### src/rtl/hazard_scoreboard.sv
// Register-hazard scoreboard for the pipelined WISC core.
// Tracks in-flight register writers for DEPTH stages after decode. From those
// entries it produces the load-use stall and the per-operand forward selects.
// Optional build macro: HAZARD_SCOREBOARD_ZERO_REG_EN hardwires register 0, so
// it is never matched as a source and never tracked as a destination.
module hazard_scoreboard #(
   parameter int unsigned NUM_REGS   = 8,
   parameter int unsigned REG_W      = 3,
   parameter int unsigned DEPTH      = 3,
   parameter int unsigned LOAD_READY = 2,
   parameter int unsigned FW         = 2
) (
   input  logic             clk,
   input  logic             rst,
   input  logic             issue_valid,
   input  logic [REG_W-1:0] issue_rs,
   input  logic             issue_rs_used,
   input  logic [REG_W-1:0] issue_rt,
   input  logic             issue_rt_used,
   input  logic             issue_wr_en,
   input  logic [REG_W-1:0] issue_rd,
   input  logic             issue_is_load,
   input  logic             flush,
   output logic             stall,
   output logic [FW-1:0]    fwd_a,
   output logic [FW-1:0]    fwd_b,
   output logic [15:0]      stall_count,
   output logic             err
);

   // Entry index k holds the writer currently in stage k+1.
   logic [DEPTH-1:0] ent_valid_q;
   logic [DEPTH-1:0] ent_load_q;
   logic [REG_W-1:0] ent_rd_q [DEPTH];

   logic use_a, use_b, wr_ok;
   logic early_a, early_b;
   logic err_d;

`ifdef HAZARD_SCOREBOARD_ZERO_REG_EN
   assign use_a = issue_valid & issue_rs_used & (issue_rs != '0);
   assign use_b = issue_valid & issue_rt_used & (issue_rt != '0);
   assign wr_ok = issue_wr_en & (issue_rd != '0);
`else
   assign use_a = issue_valid & issue_rs_used;
   assign use_b = issue_valid & issue_rt_used;
   assign wr_ok = issue_wr_en;
`endif

   // Youngest-writer match per source: scan oldest to youngest so the lowest stage wins.
   always_comb begin
      fwd_a   = '0;
      fwd_b   = '0;
      early_a = 1'b0;
      early_b = 1'b0;
      for (int i = int'(DEPTH) - 1; i >= 0; i--) begin
         if (use_a && ent_valid_q[i] && (ent_rd_q[i] == issue_rs)) begin
            fwd_a   = FW'(i + 1);
            early_a = ent_load_q[i] && ((i + 1) < int'(LOAD_READY));
         end
         if (use_b && ent_valid_q[i] && (ent_rd_q[i] == issue_rt)) begin
            fwd_b   = FW'(i + 1);
            early_b = ent_load_q[i] && ((i + 1) < int'(LOAD_READY));
         end
      end
   end

   // Flush overrides the load-use stall; the squashed instruction becomes a bubble anyway.
   assign stall = issue_valid & ~flush & (early_a | early_b);

   // Out-of-range register indices flag a decode or configuration fault.
   always_comb begin
      err_d = err;
      if (issue_valid) begin
         if (issue_wr_en && (32'(issue_rd) >= NUM_REGS)) err_d = 1'b1;
         if (issue_rs_used && (32'(issue_rs) >= NUM_REGS)) err_d = 1'b1;
         if (issue_rt_used && (32'(issue_rt) >= NUM_REGS)) err_d = 1'b1;
      end
   end

   // Shift writers one stage per cycle; a stalled or flushed decode inserts a bubble.
   always_ff @(posedge clk) begin
      if (rst) begin
         ent_valid_q <= '0;
         ent_load_q  <= '0;
         for (int i = 0; i < int'(DEPTH); i++) ent_rd_q[i] <= '0;
      end else begin
         for (int i = int'(DEPTH) - 1; i > 0; i--) begin
            ent_valid_q[i] <= ent_valid_q[i-1];
            ent_load_q[i]  <= ent_load_q[i-1];
            ent_rd_q[i]    <= ent_rd_q[i-1];
         end
         ent_valid_q[0] <= issue_valid & wr_ok & ~stall & ~flush;
         ent_load_q[0]  <= issue_is_load;
         ent_rd_q[0]    <= issue_rd;
      end
   end

   // Saturating stall counter and sticky error flag.
   always_ff @(posedge clk) begin
      if (rst) begin
         stall_count <= '0;
         err         <= 1'b0;
      end else begin
         if (stall && (stall_count != 16'hFFFF)) stall_count <= stall_count + 16'd1;
         err <= err_d;
      end
   end

endmodule

### config.mk
export PLATFORM = sky130hd
export DESIGN_NAME = hazard_scoreboard
export DESIGN_NICKNAME = d
export VERILOG_FILES = /design/src/rtl/hazard_scoreboard.sv
export SDC_FILE = /design/constraint.sdc
export NUM_CORES = 1
export LEC_CHECK = 0
export ABC_AREA = 1
export CORE_MARGIN = 2
export CORE_UTILIZATION = 46
export CTS_BUF_LIST = sky130_fd_sc_hd__clkbuf_8
export DETAILED_ROUTE_END_ITERATION = 8
export PLACE_DENSITY = 0.87
export SETUP_SLACK_MARGIN = 0.05
export SLEW_MARGIN = 40
export SYNTH_ARGS = -nofsm -noshare
export SYNTH_HDL_FRONTEND = slang
export SYNTH_SLANG_ARGS = --single-unit
### constraint.sdc
create_clock -name clk -period 1.56 [get_ports clk]
set_clock_uncertainty 0.05 [all_clocks]
set_input_delay 0.468 -clock clk [delete_from_list [all_inputs] [get_ports clk]]
set_output_delay 0.468 -clock clk [all_outputs]
set_load 0.005 [all_outputs]
==> flow_metrics.tcl, run 1 <==
set metrics [dict create \
    netlist_area_um2 1851 \
    core-area_um2 3943 \
    violations "setup timing" \
    p_leak_nw 1.412 \
    rows 23 \
    antenna_found_initial 0 \
    htree_levels 2 \
    min_path_type "reg2reg" \
    place_congestion 0.8480 \
    layout_common_cells "nand2_1 (57), buf_4 (49), nor2_1 (34), inv_1 (32), nand2_2 (23)" \
    track_usage 0.2671 \
    period_share 1.261 \
    synth_largest_area_cell "dfxtp_1" \
    p_sw_w 0.0004187 \
    cts.hold.buffers_added 0 \
    ys_warn_count 0 \
    intPower_w 0.001254 \
    syn_inst 282 \
    synthTopCellsByArea "dfxtp_1 (31%), nand2_1 (14%), inv_1 (8.7%), nor2_1 (8.7%), nand4_1 (6.4%)" \
    fin_area_um2 3033 \
    synth_seq_area_share 0.3137 \
    numPortBuffers 37 \
    avgSynthCellArea_um2 6.562 \
    hold_path_startpoint "ent_valid_q[0]" \
    numCtsBuffers 5 \
    place_area_um2 2547 \
    die-area_um2 4546 \
    antenna_cells 0 \
    hold_end "ent_valid_q[1]" \
    syn2layout_area_growth_pct 63.89 \
    avgViaCountPerCell 5.322 \
    cts-root-buf "clkbuf_8" \
    grt_max_degree 19 \
    start_kind "flop" \
    die_h_um 67.43 \
    dp_cells 396 \
    worstSkewPairLatency_ns 0.28 \
    p_per_area_nw_per_um2 551.6 \
    ys_types 29 \
    synth_fp_nets 300 \
    reg2reg_slack_ns -0.11 \
    grt_first_pass_wirelength_mm 9.197 \
    first_pass_iters 4 \
    crit_path_end_kind "output port" \
    fin_crit_ns 1.967 \
    hold_depth 2 \
    drt-total-wl_mm 6.191 \
    swShare 0.2502 \
    synth_edf_count 0 \
    reg2reg_to "stall_count[15]" \
    slew_viol_final 0 \
    drc 0 \
    cp_max_fo 2 \
    rsz0062_at_grt "yes" \
    nets 395 \
    async_flop_share 0 \
    final.setup.worst_slack_ns -0.4072 \
    finalHoldViolations 0 \
    synth_ff_type "dfxtp_1" \
    clock_path_buffers 2 \
    wl_per_cell_um 14.46 \
    gr-total-overflow 0 \
    fmax_ghz 0.5083 \
    drtAntennaViolNets 0 \
    status "finished with violations" \
    synth-seq-cells 29 \
    final_cells 428 \
    arrival_ns 1.45 \
    power_frac_clock 0.412 \
    clk_pin_slew_ns 0.06 \
    dpl.hpwl_mm 3.604 \
    drive_gt1_frac 0.4762 \
    cts_tree "done" \
    crit_required_ns 1.04 \
    num_vias 2278 \
    maxCapViolCount 0 \
    netlist.area_leader.share 0.3137 \
    seq_power_share 0.453 \
    combPwrFrac 0.135 \
    start_util 0.4694 \
    num_io_pins 39 \
    max-vdd-ir-drop_v 0.0006735 \
    drtIter0Drc 138 \
    setup_viol 17 \
    cts_sinks 29 \
    die_w_um 67.43 \
    rr_startpoint "stall_count[5]" \
    tns_ns -2.153 \
    criticalPathCategory "reg2out" \
    final_common_cell "nand2_1" \
    ff2ff_path_depth 10 \
    grt_pass1_vias 2114 \
]
==> critical path, cell delays in order (launching register included) <==
cell and delay (ns):
dfxtp_2 0.33, xor2_1 0.16, nor3b_2 0.17, nand4_1 0.14
buf_4 0.16, a21boi_2 0.10, buf_2 0.11
==> power by group through the flow <==
stage | Sequential [W] | Combinational, W | Clock [W]
after detailed placement | 0.000779 | 0.000187 | 0
after floorplan | 0.000777 | 0.0000796 | 0
final | 0.000758 | 0.000225 | 0.000689
after CTS | 0.000757 | 0.000204 | 0.000694
after global placement | 0.000778 | 0.000184 | 0
after global routing | 0.000759 | 0.000242 | 0.000741
==> timing repair <==
action,4_1_cts,5_1_grt
gates resized for setup,139,26
pin swaps,42,23
gates cloned,1,1
endpoints found under the setup margin,38,21
buffers inserted,14,8
==> worst max path at each step <==
stage	start	to	cells past startpoint	slack, ns
after floorplan	issue_rs[1]	stall	8	-0.03
after global placement	issue_rs[2]	fwd_a[1]	6	-1.20
after detailed placement	issue_rt[1]	fwd_b[1]	6	-1.24
after CTS	ent_rd_q[0][8]	fwd_a[1]	6	-0.42
after global routing	ent_rd_q[0][8]	fwd_a[1]	6	-0.44
final	ent_rd_q[0][8]	fwd_a[1]	6	-0.41
==> flip-flops by register name, summed over array words and instances (netlist names) <==
| register | count |
|---|---|
| ent_load_q | 1 |
| ent_valid_q | 3 |
| stall_count | 16 |
| ent_rd_q | 9 |
==> cells in the mapped netlist, types with 2 or more instances <==
cell type  number
nand4_1        19
nor2_2          2
clkbuf_1        3
nand3_1        16
o21ai_0         4
dfxtp_1        29
a21oi_1         4
buf_4           2
nor2_4          2
xnor2_1         7
a21boi_0        2
xor2_1          5
nor3_1          2
nand2_1        71
nor2_1         43
nand3_4         2
nand2_2         9
inv_1          43
a21oi_2         7
==> logic make-up after synthesis <==
kind of cell               share of synthesized area
xor gates and xnor gates                     0.05679
and+or+nand+nor                               0.4402
other                                       0.002026
buffers and inverters                         0.1176
DFF                                           0.3137
AOI/OAI and AO/OA                            0.06288
adders and majority gates                   0.006760
==> routing by layer <==
| metal | global-route usage | up-vias | routed length, um |
|---|---|---|---|
| met5 | 0 | - | 0 |
| met4 | 0.09949 | 0 | 174 |
| met3 | 0.05833 | 23 | 411 |
| met2 | 0.4950 | 111 | 3274 |
| met1 | 0.2958 | 1063 | 2331 |
| li1 | - | 1081 | - |
==> area by class of cell <==
class | instances | area, um^2
clock inverter | 1 | 5.005
inverter | 45 | 198.9
sequential | 29 | 620.6
tap | 50 | 62.56
multi-input combinational | 203 | 1254
timing repair buffer | 93 | 795.8
fill | 276 | 909.6
clock buffer | 7 | 96.34
==> metrics by stage <==
| stage | setup WS, ns | utilization | hold slack [ns] | total power (W) |
|---|---|---|---|---|
| 2_1_floorplan | -0.03266 | - | 0.3667 | 0.0008570 |
| 3_3_place_gp | -1.198 | 0.6461 | 0.3813 | 0.0009611 |
| 3_5_place_dp | -1.243 | 0.6461 | 0.3977 | 0.0009661 |
| 4_1_cts | -0.4159 | 0.7264 | 0.4081 | 0.001656 |
| 5_1_grt | -0.4415 | 0.7693 | 0.4530 | 0.001743 |
| 6_report | -0.4072 | 0.7693 | 0.4166 | 0.001673 |
No activity file was read; power rests on OpenSTA's default activity.
==> run 2: changes to the inputs <==
Settings changed: ABC_CLOCK_PERIOD_IN_PS set to 1560.
==> results of run 2 <==
No change in the layout: final DEF, timing and power equal those of run 1.
==> run 3: changes to the inputs <==
Settings changed: ABC_CLOCK_PERIOD_IN_PS 1560 to not set, CTS_CLUSTER_DIAMETER set to 150.
==> results of run 3 <==
No change in the layout: final DEF, timing and power equal those of run 1.
